$ cat config.mk
export PLATFORM = sky130hd
export DESIGN_NAME = mem_stage
export DESIGN_NICKNAME = d
export VERILOG_FILES = /design/src/rtl/riscv_structures.sv /design/src/rtl/mem_stage.sv
export SDC_FILE = /design/constraint.sdc
export NUM_CORES = 1
export LEC_CHECK = 0
export BUFFER_PORTS_ARGS = -buffer_cell sky130_fd_sc_hd__buf_4
export CAP_MARGIN = 40
export CORE_ASPECT_RATIO = 0.5
export CORE_MARGIN = 5
export CORE_UTILIZATION = 32
export DETAILED_ROUTE_END_ITERATION = 7
export GPL_TIMING_DRIVEN = 0
export HOLD_SLACK_MARGIN = 0.12
export PLACE_DENSITY_LB_ADDON = 0.2
export REMOVE_ABC_BUFFERS = 1
export SKIP_CTS_REPAIR_TIMING = 1
export SYNTH_ARGS = -nofsm -noshare
export SYNTH_HDL_FRONTEND = slang
export SYNTH_SLANG_ARGS = --single-unit
$ cat constraint.sdc
create_clock -name clk -period 1.2 [get_ports clk]
set_input_delay 0.24 -clock clk [delete_from_list [all_inputs] [get_ports clk]]
set_output_delay 0.24 -clock clk [all_outputs]
set_load 0.05 [all_outputs]
$ cat src/rtl/riscv_structures.sv
// Shared pipeline bundles and the memory-stage state encoding.
package riscv_structures;

    typedef struct packed {
        logic [31:0] alu_result;
        logic [31:0] write_data;
        logic        mem_write;
        logic        reg_write;
        logic [4:0]  rd;
        logic        mem_read;
    } ex_to_mem_s;

    typedef struct packed {
        logic [31:0] result;
        logic [4:0]  rd;
        logic        reg_write;
    } mem_to_wb_s;

    typedef enum logic [1:0] {
        IDLE     = 2'd0,
        REQ      = 2'd1,
        WAIT_RSP = 2'd2
    } mem_state_e;

endpackage

$ cat src/rtl/mem_stage.sv
// Memory stage: issues data-memory requests and registers the writeback bundle.
// Latency: ALU results and stores 1 cycle; loads accept + response + 1 cycle.
// Backpressure: stall_mem holds upstream while waiting on dmem_req_ready or dmem_rsp_valid.
module mem_stage
    import riscv_structures::*;
#(
    parameter bit CHECK_ALIGN = 1'b1
) (
    input  logic        clk,
    input  logic        rst_n,
    input  ex_to_mem_s  ex_to_mem,
    output logic        dmem_req_valid,
    input  logic        dmem_req_ready,
    output logic        dmem_we,
    output logic [31:0] dmem_addr,
    output logic [31:0] dmem_wdata,
    input  logic        dmem_rsp_valid,
    input  logic [31:0] dmem_rdata,
    output mem_to_wb_s  mem_to_wb,
    output logic [31:0] bp_mem,
    output logic        stall_mem,
    output logic        misalign_err
);

    mem_state_e state;

    logic mem_op;
    logic is_store;
    logic misaligned;
    logic go;

    assign mem_op     = ex_to_mem.mem_read | ex_to_mem.mem_write;
    assign is_store   = ex_to_mem.mem_write;
    assign misaligned = CHECK_ALIGN && mem_op && (ex_to_mem.alu_result[1:0] != 2'b00);
    assign go         = mem_op && !misaligned;

    assign dmem_we    = is_store;
    assign dmem_addr  = ex_to_mem.alu_result;
    assign dmem_wdata = ex_to_mem.write_data;
    // Load data never reaches the bypass; the hazard unit stalls load-use instead.
    assign bp_mem     = ex_to_mem.alu_result;

    always_comb begin
        dmem_req_valid = 1'b0;
        stall_mem      = 1'b0;
        if (rst_n) begin
            unique case (state)
                IDLE: begin
                    dmem_req_valid = go;
                    stall_mem      = go && !(is_store && dmem_req_ready);
                end
                REQ: begin
                    dmem_req_valid = 1'b1;
                    stall_mem      = !(is_store && dmem_req_ready);
                end
                WAIT_RSP: begin
                    stall_mem = !dmem_rsp_valid;
                end
                default: begin
                    dmem_req_valid = 1'b0;
                    stall_mem      = 1'b0;
                end
            endcase
        end
    end

    always_ff @(posedge clk or negedge rst_n) begin
        if (!rst_n) begin
            state        <= IDLE;
            mem_to_wb    <= '0;
            misalign_err <= 1'b0;
        end else begin
            misalign_err <= (state == IDLE) && misaligned;
            // Default is a bubble; only a completed ALU op or load writes back.
            mem_to_wb    <= '0;
            unique case (state)
                IDLE: begin
                    if (!mem_op) begin
                        mem_to_wb <= '{result: ex_to_mem.alu_result, rd: ex_to_mem.rd,
                                       reg_write: ex_to_mem.reg_write};
                    end else if (go) begin
                        if (!dmem_req_ready)
                            state <= REQ;
                        else if (!is_store)
                            state <= WAIT_RSP;
                    end
                end
                REQ: begin
                    if (dmem_req_ready)
                        state <= is_store ? IDLE : WAIT_RSP;
                end
                WAIT_RSP: begin
                    if (dmem_rsp_valid) begin
                        state     <= IDLE;
                        mem_to_wb <= '{result: dmem_rdata, rd: ex_to_mem.rd,
                                       reg_write: ex_to_mem.reg_write};
                    end
                end
                default: state <= IDLE;
            endcase
        end
    end

endmodule

==> impl_metrics.ini <==
[sta]
hold_ws_ns = -0.1322
post-route-period-util_pct = 121.5
relSlewSlack_pct = 73.72
tns_ns = -4.693
hold_viol = 41
worst_pin_slew_ns = 0.3943
setup_ws_ns = -0.2586
finClkSkew_ns = 0.001375
rsz0062_at_grt = yes
drv_slew = 0
fmax_mhz = 685.6
period_minus_slack_ns = 1.459
final-setup-viol-count = 40

[setup_path]
cp_max_fo = 6
cp.required_ns = 0.96
arrival_ns = 1.22
path_class = flop to primary output
end_kind = primary output
critPathLaunchType = flop

[logic_synthesis]
post-synth-top-area-cell = dfrtp_1
synth_xor_area_share_pct = 0
synth_area_um2 = 2290
ys_top_cells_by_count = 97 x buf_4, 41 x dfrtp_1, 30 x a22o_1
ys_types = 20
synth_fa_ha_area_share_pct = 0
ys_warn_count = 0
yosysSeqAreaShare_pct = 44.81
synthSimpleGateAreaFrac_pct = 6.066
synth_compound_area_share_pct = 13.39
ys_ff_latch = 41
yosysMostFrequentCell = buf_4
ys.flop_type = dfrtp_1
synth_edf_count = 0
synth_top_area_share_pct = 44.81
syn_avg_cell_area_um2 = 11.17
syn-instance-count = 205
synth.mux.area_fraction_pct = 0
synthArstFlopShare_pct = 100.0
synth_area_leaders = dfrtp_1 45%, buf_4 32%, a22o_1 11%
synth_top_family_by_area = buffers and inverters

[floorplanning]
start_util_pct = 33.65
ios = 246
chipHeight_um = 69.82
num_rows = 21
fp.dieW_um = 129.6
coreArea_um2 = 6805
die_area_um2 = 9050

[run_status]
status = complete, but fails checks
violations = hold timing, setup timing

[place]
placed_area_um2 = 2988
preCtsSetupSlack_ns = -0.3618
finalWeightedCongestion = 0.7884
port-buffer-count = 181
place.detailed.hpwl_um = 6223

[cts]
h-tree-depth = 2
cts_root_buf = clkbuf_16
cts_made_buffers = 5
clk_pin_slew_worst_paths_ns = 0.06
clk_latency_ns = 0.28
clock_sinks = 41
clockBufferDepth = 2
cts_tree = done

[drt]
drc_errors = 0
routed_wl_um = 7629
detail_route.first_pass.iterations = 3
num_vias = 1662
drt_iter0_markers = 29
detail-route-antenna-nets = 0
vias_per_cell = 4.251
wl_per_cell_um = 19.51

[global_routing]
grt.total_usage_pct = 16.16
grt_max_degree = 45
grt_pass1_wl_um = 10890
antenna_found_initial = 0
grt_pass1_vias = 1802
gr-total-overflow = 0

[finish]
diodes = 0
fin_area_um2 = 3253
drive_gt1_share_pct = 70.90
syn2layout_area_growth_pct = 42.08
final_nets = 406

[power]
p_per_area_nw_per_um2 = 1347
p_leak_uw = 0.001748
ir_worst_vdd_mv = 0.5020

[job]
cap_violations = 0

[min_path]
min_path_type = input pin to asynchronous set/reset pin
## per-stage QoR
step	power (uW)	instances	utilization [%]
floorplan	2003	100	-
global placement	3052	373	43.28
detailed placement	3077	375	43.91
CTS	4388	383	45.95
global route	4579	391	47.80
finish	4381	391	47.80
## metal layers
metal  wire length (um)  track usage, %
met5                 65           8.235
met4                 90           3.687
met3                785           8.692
met2               3740           24.59
met1               2947           19.50
## where the power goes
group | internal [uW] | leakage (uW) | switching [uW]
Clock | 763 | 0.0000706 | 514
Sequential | 1480 | 0.000548 | 33.4
Combinational | 557 | 0.00113 | 1040
Total | 2800 | 0.00175 | 1590
## flip-flops by register name (all words and copies together) (netlist names)
| name | count |
|---|---|
| mem_to_wb | 38 |
| state | 2 |
| misalign_err | 1 |
## worst max-delay path: stages, from the launching register on
cell,delay (ns)
dfrtp_2,0.46
nor2_4,0.11
nand3_1,0.10
o21ai_2,0.09
buf_6,0.17
## layout by cell type (no fill, tap or decap), types with 2 or more instances in the layout
cell type  count
buf_6          4
a21oi_4        2
dfrtp_2        2
clkinv_2       2
buf_4        184
dfrtp_1       39
nand2_1        4
clkbuf_16      5
a22o_1        30
nor2_1         3
and2_1         5
a22o_2         2
## kinds of logic after synthesis
kind of cell,count (synthesis)
compound gates,36
flops,41
simple gates,23
buf+inv,105
## path summary, 6_finish.rpt
kind | cells past startpoint | endpoint | slack, ns | startpoint
setup / recovery | 4 | stall_mem | -0.26 | state[0]
hold / removal | 1 | mem_to_wb[6] | -0.13 | rst_n
setup reg to reg | 5 | mem_to_wb[14] | -0.16 | state[1]
hold reg to reg | 1 | misalign_err | 0.57 | state[0]
max in group asynchronous | 1 | state[0] | 1.02 | rst_n
min in group clk | 2 | state[0] | 0.13 | dmem_req_ready
## area by class of cell
cell class              instances  area, um2
fillers                       628       3552
multi-input cells              59      491.7
flip-flops and latches         41       1028
repair buffers                191       1479
clock buffers                   6      128.9
clock inverters                 2      10.01
well taps                      92      115.1
No activity file was read; power rests on OpenSTA's default activity.
